$ cat src/rtl/uart_tx_sched.sv
// uart_tx_sched: round-robin scheduler sharing one uart_tx among NREQ byte sources.
// A post-reset SYNC interval outlasts any in-flight frame, so the transmitter
// is never reloaded mid-frame, even after a reset.
//
// Ports:
//   clk, reset_n        system clock, asynchronous active-low reset
//   req_valid[NREQ]     requester i has a byte pending (held until acked)
//   req_data[8*NREQ]    byte of requester i in bits [8*i+7:8*i]
//   req_ack[NREQ]       one-cycle pulse: byte of requester i accepted
//   tx_data[8]          to uart_tx data[8:1]
//   tx_data_set/clr     load strobe and done-clear strobe to uart_tx
//   tx_done             done flag from uart_tx
//   busy                high whenever the scheduler is not IDLE
//
// Optional feature macro UART_XONXOFF_EN adds XON/XOFF flow control:
//   rxbuf_high, rxbuf_low  local receive buffer near-full / drained
//   rx_data, rx_strobe     received byte and its one-cycle valid
//   host_paused            host has sent XOFF; requesters are held off
module uart_tx_sched #(
    parameter int unsigned NREQ  = 2,
    parameter int unsigned INCLK = 50000000,
    parameter int unsigned BAUD  = 9600
) (
    input  logic              clk,
    input  logic              reset_n,
    input  logic [NREQ-1:0]   req_valid,
    input  logic [8*NREQ-1:0] req_data,
    output logic [NREQ-1:0]   req_ack,
    output logic [7:0]        tx_data,
    output logic              tx_data_set,
    output logic              tx_data_clr,
    input  logic              tx_done,
    output logic              busy
`ifdef UART_XONXOFF_EN
    ,
    input  logic              rxbuf_high,
    input  logic              rxbuf_low,
    input  logic [7:0]        rx_data,
    input  logic              rx_strobe,
    output logic              host_paused
`endif
);

    // 12 bit times covers a full frame with 2 stop bits plus margin.
    localparam int unsigned SYNC_CYC  = 32'((64'(INCLK) * 64'd12) / 64'(BAUD));
    localparam int unsigned SYNC_LAST = (SYNC_CYC > 0) ? SYNC_CYC - 1 : 0;
    localparam int unsigned PW        = (NREQ > 1) ? $clog2(NREQ) : 1;

    typedef enum logic [1:0] {
        S_SYNC,
        S_IDLE,
        S_LOAD,
        S_WAIT
    } state_t;

    state_t            state_q, state_d;
    logic [31:0]       sync_cnt_q, sync_cnt_d;
    logic [PW-1:0]     rr_q, rr_d;
    logic [7:0]        tx_data_d;
    logic              set_d, clr_d, busy_d;
    logic [NREQ-1:0]   ack_d;
    logic [NREQ-1:0]   elig;
    logic              any_req;
    logic [PW-1:0]     grant;
    logic [7:0]        grant_byte;

`ifdef UART_XONXOFF_EN
    localparam logic [7:0] XON  = 8'h11;
    localparam logic [7:0] XOFF = 8'h13;

    logic       high_q, low_q;
    logic       pend_q, pend_d;
    logic [7:0] code_q, code_d;
    logic       sent_xoff_q, sent_xoff_d;
    logic       paused_d;
    logic       rise_high, rise_low;
`endif

    // Requester eligibility: a paused host holds off every requester.
    always_comb begin
`ifdef UART_XONXOFF_EN
        elig = req_valid & {NREQ{~host_paused}};
`else
        elig = req_valid;
`endif
    end

    // Round-robin pick: lowest eligible index at or above rr_q, wrapping.
    always_comb begin
        int unsigned idx;
        idx        = 0;
        any_req    = 1'b0;
        grant      = '0;
        grant_byte = '0;
        for (int unsigned k = 0; k < NREQ; k++) begin
            idx = 32'(rr_q) + k;
            if (idx >= NREQ) idx = idx - NREQ;
            if (!any_req && elig[idx]) begin
                any_req    = 1'b1;
                grant      = PW'(idx);
                grant_byte = req_data[8*idx +: 8];
            end
        end
    end

    // Next-state and next-output logic.
    always_comb begin
        state_d    = state_q;
        sync_cnt_d = sync_cnt_q;
        rr_d       = rr_q;
        tx_data_d  = tx_data;
        set_d      = 1'b0;
        clr_d      = 1'b0;
        ack_d      = '0;
`ifdef UART_XONXOFF_EN
        pend_d      = pend_q;
        code_d      = code_q;
        sent_xoff_d = sent_xoff_q;
        paused_d    = host_paused;
        rise_high   = rxbuf_high & ~high_q;
        rise_low    = rxbuf_low & ~low_q;
`endif

        case (state_q)
            S_SYNC: begin
                if (sync_cnt_q >= 32'(SYNC_LAST)) begin
                    sync_cnt_d = '0;
                    state_d    = S_IDLE;
                end else begin
                    sync_cnt_d = sync_cnt_q + 32'd1;
                end
            end
            S_IDLE: begin
`ifdef UART_XONXOFF_EN
                // Flow-control codes jump the queue; no ack, rr untouched.
                if (pend_q) begin
                    tx_data_d = code_q;
                    set_d     = 1'b1;
                    clr_d     = 1'b1;
                    pend_d    = 1'b0;
                    state_d   = S_LOAD;
                end else
`endif
                if (any_req) begin
                    tx_data_d   = grant_byte;
                    set_d       = 1'b1;
                    clr_d       = 1'b1;
                    ack_d[grant] = 1'b1;
                    rr_d        = (grant == PW'(NREQ - 1)) ? '0 : grant + PW'(1);
                    state_d     = S_LOAD;
                end
            end
            S_LOAD: begin
                state_d = S_WAIT;
            end
            S_WAIT: begin
                // done was cleared by the LOAD strobe, so a high here is fresh.
                if (tx_done) state_d = S_IDLE;
            end
            default: begin
                state_d = S_SYNC;
            end
        endcase

`ifdef UART_XONXOFF_EN
        // A newer code replaces an unsent one.
        if (rise_high && !sent_xoff_q) begin
            pend_d      = 1'b1;
            code_d      = XOFF;
            sent_xoff_d = 1'b1;
        end else if (rise_low && sent_xoff_q) begin
            pend_d      = 1'b1;
            code_d      = XON;
            sent_xoff_d = 1'b0;
        end

        if (rx_strobe) begin
            if (rx_data == XOFF) begin
                paused_d = 1'b1;
            end else if (rx_data == XON) begin
                paused_d = 1'b0;
            end
        end
`endif

        busy_d = (state_d != S_IDLE);
    end

    // State and registered outputs.
    always_ff @(posedge clk or negedge reset_n) begin
        if (!reset_n) begin
            state_q     <= S_SYNC;
            sync_cnt_q  <= '0;
            rr_q        <= '0;
            tx_data     <= '0;
            tx_data_set <= 1'b0;
            tx_data_clr <= 1'b0;
            req_ack     <= '0;
            busy        <= 1'b1;
        end else begin
            state_q     <= state_d;
            sync_cnt_q  <= sync_cnt_d;
            rr_q        <= rr_d;
            tx_data     <= tx_data_d;
            tx_data_set <= set_d;
            tx_data_clr <= clr_d;
            req_ack     <= ack_d;
            busy        <= busy_d;
        end
    end

`ifdef UART_XONXOFF_EN
    // Flow-control state.
    always_ff @(posedge clk or negedge reset_n) begin
        if (!reset_n) begin
            high_q      <= 1'b0;
            low_q       <= 1'b0;
            pend_q      <= 1'b0;
            code_q      <= '0;
            sent_xoff_q <= 1'b0;
            host_paused <= 1'b0;
        end else begin
            high_q      <= rxbuf_high;
            low_q       <= rxbuf_low;
            pend_q      <= pend_d;
            code_q      <= code_d;
            sent_xoff_q <= sent_xoff_d;
            host_paused <= paused_d;
        end
    end
`endif

endmodule

$ cat config.mk
export PLATFORM = sky130hd
export DESIGN_NAME = uart_tx_sched
export DESIGN_NICKNAME = d
export VERILOG_FILES = /design/src/rtl/uart_tx_sched.sv
export SDC_FILE = /design/constraint.sdc
export NUM_CORES = 1
export LEC_CHECK = 0
export CELL_PAD_IN_SITES_DETAIL_PLACEMENT = 1
export CELL_PAD_IN_SITES_GLOBAL_PLACEMENT = 1
export CORE_MARGIN = 2
export CORE_UTILIZATION = 35
export CTS_CLUSTER_SIZE = 25
export DETAILED_ROUTE_END_ITERATION = 7
export GPL_TIMING_DRIVEN = 0
export PLACE_DENSITY_LB_ADDON = 0.1
export SLEW_MARGIN = 5
export SYNTH_ARGS = -nofsm -noshare
export SYNTH_HDL_FRONTEND = slang
export SYNTH_SLANG_ARGS = --single-unit
export TNS_END_PERCENT = 1
$ cat constraint.sdc
create_clock -name clk -period 2.11 [get_ports clk]
set_input_delay 0.5275 -clock clk [delete_from_list [all_inputs] [get_ports clk]]
set_output_delay 0.5275 -clock clk [all_outputs]
set_load 0.02 [all_outputs]
Yosys cells after proc, flatten, opt, wreduce, memory -nomap -nowiden
Cells that the tools add are included.
Operators by class
  bitwise gates (word level): 0
  multiply operators: 0
  divide/modulo/power cells: 0
  shift-type cells: 2
  add/subtract/negate cells: 5
  equal/unequal tests: 4
  reductions and logical operators: 5
  muxes and demuxes: 24
  order comparisons: 7
Operators by type and width (number)
  2-to-1 mux 32 bit: 3
  indexed part select 16 x 33 -> 8 bit: 2
  < comparator 32 x 2 -> 1 bit (second input constant): 2
  adder 32 x 1 -> 32 bit (second input constant): 1
  greater-or-equal comparator 32 x 16 -> 1 bit (second input constant): 1
  2-to-1 mux 8 bit: 2
  2-to-1 mux 1 bit: 12
  2-to-1 mux 2 bit: 5
  case mux 2 bit (4 select lines): 1
  equality test 2 bit (second input constant): 2
  subtractor 1 x 2 -> 3 bit (second input constant): 1
  subtractor 2 x 2 -> 3 bit (second input constant): 1
  adder 1 x 1 -> 2 bit (second input constant): 1
  equality test 2 x 1 -> 1 bit (second input constant): 1
  greater-or-equal comparator 1 x 2 -> 1 bit (second input constant): 1
  greater-or-equal comparator 2 bit (second input constant): 1
  logical AND 1 bit: 2
  logical NOT 2 bit: 1
  < comparator 1 x 2 -> 1 bit (second input constant): 1
  inequality test 2 x 1 -> 1 bit (second input constant): 1
  AND reduction 2 bit: 1
  adder 1 bit (second input constant): 1
  demux 1 bit (select 1 bit): 1
  greater-or-equal comparator 1 bit (second input constant): 1
  logical NOT 1 bit: 1
Word-level totals
  latch bits: 0
  memories: 0
  RAM bits: 0
  output and inout bits: 13
  bits in registers: 47
  bits in read-only memories: 0

Depth between registers and ports, before layout
Gate-level depths: netlist of the first run.
  depth in word-level cells: 14
  mapped depth: 8

Worst setup path before layout of the first run
OpenSTA, ideal clock, no wires.
  kind: register -> register
  start point: register sync_cnt_q[0]
  end point: register sync_cnt_q[9]
  clock period less this slack: 1.907 ns
  slack: 0.203 ns
  arrival time: 1.843 ns
  stages on the path, launching flop included: 8
  required time: 2.046 ns
  path buffers: 1
  cells stage by stage: dfrtp_1 ha_1 o41a_1 o311ai_2 nand4_2 buf_2 nor3b_1 a21o_1
On the way
  longest elaborated chain between the ends: 2
  elaborated cells between the ends (all ways): 3
RTL lines
  from (decl): line 57  | logic [31:0] sync_cnt_q, sync_cnt_d;
  from (signal assigned): line 202  | sync_cnt_q <= sync_cnt_d;
  adder 32 x 1 -> 32 bit / greater-or-equal comparator 32 x 16 -> 1 bit (equally long branches): line 130, 126
  2-to-1 mux 32 bit (*): line 126  | if (sync_cnt_q >= 32'(SYNC_LAST)) begin
Mark *: on every way between the ends. The rest lies on a longest branch, timed or not.
A chain may end at the register's enable or synchronous reset.

Worst setup path after layout of the first run
  start point: register sync_cnt_q[0]
  end point: register sync_cnt_q[5]
Same word-level chain as after synthesis.

==> results of run 1 <==
-- sequential cells by signal, indices dropped and copies added, names as in the netlist --
name         cells
tx_data          8
state_q          2
sync_cnt_q      32
req_ack          2
rr_q             1
tx_data_clr      1
busy             1
-- metrics by stage --
stage / instances / setup WS [ps] / utilization (%)
finish: 315 / 21.1 / 47.9
global placement: 302 / -767 / 44.3
detailed placement: 303 / -128 / 44.5
CTS: 315 / -32.9 / 47.5
floorplan: 197 / 203 / -
global route: 315 / -101 / 47.9
-- routing by layer --
metal  wire length [um]  up-vias  share of wire, %  GRT usage (%)
met3                228        6               4.5           4.56
met1               2240      806                44           22.7
met4                 68        0               1.3           4.58
met5                  0        -                 0              0
met2               2550       41                50           29.5
li1                   -      782                 -              -
-- logic make-up (layout without fill, tap and decap cells) --
family | count (synthesis) | count (layout) | synth area share [%]
compound gates | 49 | 49 | 15.0
xor+xnor | 1 | 1 | 0.425
fa+ha+maj | 1 | 1 | 0.607
buf+inv | 16 | 62 | 3.70
flops | 47 | 47 | 57.1
mux | 3 | 3 | 1.46
simple gates | 80 | 80 | 21.7
-- final timing paths --
kind | start | endpoint | depth (start not counted)
worst max-delay path | sync_cnt_q[0] | sync_cnt_q[5] | 7
worst min-delay path | reset_n | sync_cnt_q[9] | 1
worst max register to register | sync_cnt_q[0] | sync_cnt_q[5] | 7
worst min register to register | sync_cnt_q[27] | sync_cnt_q[27] | 1
max in group asynchronous | reset_n | state_q[0] | 2
min in group clk | sync_cnt_q[27] | sync_cnt_q[27] | 1
-- cell usage after synthesis, drive strengths merged --
master	instances
a21boi	2
a21o	5
a21oi	16
a22o	2
a22oi	8
and2	17
and3	5
and4	2
buf	4
clkbuf	6
dfrtp	46
dfstp	1
ha	1
inv	6
mux2i	3
nand2	8
nand2b	1
nand3	11
nand4	1
nor2	16
nor2b	1
nor3	3
nor3b	3
nor4	4
nor4b	1
o21a	1
o21ai	13
o311ai	1
o41a	1
or2	1
or3	5
or4	1
xor2	1
-- timing repair --
action                     CTS  global route
hold buffers                 0             0
gates resized for setup      6             3
setup buffers                4             0
setup endpoints to repair   13            13
pin swaps                    2             6
-- layout make-up --
type	count	area [um2]	area share, %
flip-flops and latches	47	1180	43.8
multi-input cells	134	837	31.1
repair buffers	38	383	14.2
well taps	72	90.1	3.35
clock buffers	5	68.8	2.56
plain buffers	10	61.3	2.28
clock inverters	3	47.5	1.77
inverters	6	22.5	0.838
-- worst max-delay path, stage by stage, from the launching register on --
cell and delay [ps]:
dfrtp_1 400, ha_2 210, o41a_1 360, o311ai_4 270, nand4_2 200, buf_6 170, or3_1 340, o21ai_1 80
-- power by group through the flow --
stage	clock network, mW	registers [mW]	logic [mW]
after CTS	0.713	1.19	1.20
after global placement	0	1.21	1.07
after global routing	0.753	1.22	1.31
after floorplan	0	1.33	0.502
final	0.688	1.19	1.18
after detailed placement	0	1.22	1.10
==> metrics, run 1 <==
most common cell after layout, fill and taps aside=dfrtp_1; Mapped Area=about 2100 um2; Vias=about 1600; skew final=between 6 and 7 ps; WHS=150 ps; Final Critical Period=about 2100 ps; clk buf depth=2; grt total ovfl=0; Row Count=27; DP Area=between 2000 and 2500 um2; largest net degree at the start of global routing=32; num ports=34; overall power=3.06 mW; sequential group share of total power=38.9%; GRT Util Overall=17.6%; vias in the first global route=roughly 1800; final hold violation count=0; Clock power frac=between 20 and 25%; first-pass GRT wire length=approximately 8.6 mm; Initial DRC Count=50; fin crit share=99.0%; initial antenna violation count=0; DRC=0; NumNets Final=264; Max Freq=~0.48 GHz; Reg2Reg Setup Slack=about 21 ps; # diodes=0; largest cells by area after synthesis=dfrtp_1 56%, and2_1 5.2%, a21oi_1 3.9%; Initial Util=a little under two fifths; gp weighted congestion=between 0.7 and 0.8; critical path class=flop to flop; #FFs+latches synth=47; worst slew pin tran=around 680 ps; H-tree depth=2; Initial DRT Pass Iterations=4; sequential fraction of the synthesis area=approximately 57%; Leak=1.18 nW; Hold/Removal Path Class=input port to asynchronous set/reset pin; # port buffers=33; commonest cells after routing, fill and taps aside=46 x dfrtp_1, 32 x clkdlybuf4s50_1, 17 x and2_1, 16 x nor2_1, 16 x a21oi_1; clock slew seen by the registers of the worst setup and hold paths=approximately 100 ps; Yosys Warn Count=0; Die Width=80.8 um; CTS buffer count=5; VDD IR max=0.000512 V; sw frac=approximately 36%; cell taking the most area after synthesis=dfrtp_1; synthesis-to-finish area growth=30.3%; average wire per standard cell=between 15 and 20 um; max-slew violations=0; Fillers=647; DP Wirelength=between 3 and 4 mm; Skew-Pair Late Insertion Delay=roughly 300 ps; synthesized area per cell=10.5 um2; Syn Nets=approximately 220; final setup fails=0; crit path launch type=flop; clk root buf=clkbuf_8; Int Power=just under 2 mW; DRT Wirelength=5.08 mm; CP Max Fanout=6; Routed Antenna Nets=0; Placeable Area=5610 um2; unrepaired setup endpoints after global routing=true; Die Ht=80.8 um; Critical Path AT=between 2000 and 2500 ps; crit end category=flop; worst relative slew slack=54.9%; die area=~6500 um2; cell count after synthesis=197; TritonCTS clock tree=done; outcome=complete, no violations; Netlist cell types=37; proportion of layout cells with a drive suffix above 1=11.1%; total clock sinks=47; vias per cell=a little over 5; Worst EP required=around 2300 ps; final instance area=about 2700 um2; Synth top area share=~56%; Max Cap Violations=0; setup tns final=0 ps; Comb pwr share=between 30% and 40%; Psw=1.09 mW; Power Dens Cells=1140 nW/um2
Note: power is estimated with default switching activity, not from simulation.
==> inputs of run 2 (changes only) <==
Settings changed: CTS_BUF_LIST set to sky130_fd_sc_hd__clkbuf_2.
==> run 2 against run 1 <==
  * First-iteration DRC count up 2.0%
  * Via count down 0.31%
  * Maximum frequency about the same
  * Highest routed layer unchanged
==> metrics, run 2 (synthesized netlist as in run 1, its figures left out) <==
Power Dens Cells=about 1100 nW/um2; Routed Antenna Nets=0; VDD IR max=between 0.0005 and 0.0006 V; H-tree depth=2; Initial DRT Pass Iterations=4; Hold/Removal Path Class=input port to asynchronous set/reset pin; setup tns final=0 ps; worst relative slew slack=a little over two fifths; setup ws final=~19 ps; max-slew violations=0; crit end category=flop; most common cell after layout, fill and taps aside=dfrtp_1; Top reg by flops=sync_cnt_q; DP Wirelength=3.60 mm; RR Endpoint=sync_cnt_q[5]; fin crit share=between 90% and 100%; Final Critical Period=2090 ps; clk root buf=clkbuf_2; die area=~6500 um2; skew final=about 28 ps; crit path launch type=flop; final hold violation count=0; worst r2r src=sync_cnt_q[0]; max FFs per register=32; Die Ht=80.8 um; synthesis-to-finish area growth=28.5%; vias per cell=roughly 5; Worst Path Buf+Inv=1; total clock sinks=47; Max Cap Violations=0; Worst EP required=between 2000 and 3000 ps; DRT Wirelength=~5.1 mm; CP max-delay cell=dfrtp_1; critical path class=flop to flop; proportion of layout cells with a drive suffix above 1=11.4%; family with the most delay on the worst path=compound AO/OA/AOI/OAI gates; CTS buffer count=5; Initial DRC Count=51; outcome=complete, no violations; crit-path cells=ha_2 -> o41a_1 -> o311ai_4 -> nand4_2 -> buf_6 -> or3_1 -> o21ai_1; Initial Util=a little under two fifths; worst slew pin tran=860 ps; GRT Util Overall=approximately 17%; Reg2Reg Setup Slack=between 15 and 20 ps; commonest cells after routing, fill and taps aside=46 x dfrtp_1, 30 x clkdlybuf4s50_1, 17 x and2_1, 16 x nor2_1, 16 x a21oi_1; first-pass GRT wire length=8.38 mm; Row Count=27; CP Max Fanout=6; vias in the first global route=approximately 1800; Register-to-Register Path Depth=7; NumNets Final=around 270; num ports=34; gp weighted congestion=0.798; pre-CTS WS=-128 ps; unrepaired setup endpoints after global routing=true; Regs by FF count=sync_cnt_q (32), tx_data (8); # port buffers=33; # diodes=0; Critical Path AT=about 2500 ps; Leak=1.17 nW; Placeable Area=~5600 um2; grt total ovfl=0; Max Freq=~0.48 GHz; final setup fails=0; DP Area=2500 um2; Die Width=80.8 um; average wire per standard cell=16.1 um; initial antenna violation count=0; slowest stage delay, CP=450 ps; final instance area=approximately 2600 um2; clk buf depth=2; Fillers=around 650; clock slew seen by the registers of the worst setup and hold paths=approximately 280 ps; Vias=1630; Skew-Pair Late Insertion Delay=around 450 ps; DRC=0; TritonCTS clock tree=done; largest net degree at the start of global routing=32
-- run 2: changes by cell type in the layout (fill, tap and decap cells not counted), sizes merged --
cell,change
dlygate4sd2,+1
buf,+2
clkdlybuf4s50,-2
dlygate4sd3,+1
-- run 2: timing repair --
item	CTS	global route
endpoints found under the setup margin	16	13
buffers inserted	4	1
pin swaps	1	1
gates cloned	0	0
hold endpoints to repair	15	0
gates resized for setup	3	6
hold buffers	1	0
-- run 2: layout make-up --
| cell class | instances | area [um2] | share of cell area [%] |
|---|---|---|---|
| sequential | 47 | 1180 | 44.4 |
| multi-input combinational | 134 | 832 | 31.4 |
| clock inverter | 3 | 47.5 | 1.79 |
| timing repair buffer | 40 | 393 | 14.8 |
| buffer | 10 | 61.3 | 2.31 |
| inverter | 6 | 22.5 | 0.850 |
| tap | 72 | 90.1 | 3.40 |
| clock buffer | 5 | 25.0 | 0.945 |
-- run 2: where the power goes --
part,internal (mW),total (mW),switching [mW],leakage (nW)
Combinational,0.527,1.18,0.655,0.508
Clock,0.207,0.528,0.321,0.0436
Sequential,1.08,1.19,0.114,0.618
-- run 2: worst max-delay path by stage --
stage,start,end,cells past startpoint
5_1_grt,sync_cnt_q[0],sync_cnt_q[5],7
2_1_floorplan,sync_cnt_q[0],sync_cnt_q[9],7
4_1_cts,sync_cnt_q[0],sync_cnt_q[5],7
3_5_place_dp,sync_cnt_q[0],sync_cnt_q[9],7
6_report,sync_cnt_q[0],sync_cnt_q[5],7
3_3_place_gp,reset_n,tx_data[4],1
-- run 2: stage by stage --
| step | power, mW | hold WS (ps) | instances | util, % |
|---|---|---|---|---|
| after floorplan | 1.83 | 232 | 197 | - |
| after global placement | 2.28 | 460 | 302 | 44.3 |
| after detailed placement | 2.32 | 467 | 303 | 44.5 |
| after CTS | 2.90 | 502 | 316 | 46.5 |
| after global routing | 3.11 | 514 | 317 | 47.2 |
| final | 2.90 | 491 | 317 | 47.2 |
-- run 2: layer usage --
layer	global-route usage, %	share of wire (%)
met1	21.8	45
met2	28.7	49
met3	4.00	3.8
met4	5.59	1.4
met5	0	0
-- run 2: worst reg2reg max path, stage by stage (launching register included) --
cell	delay, ps
dfrtp_1	450
ha_2	210
o41a_1	360
o311ai_4	270
nand4_2	170
buf_6	170
or3_1	340
o21ai_1	80
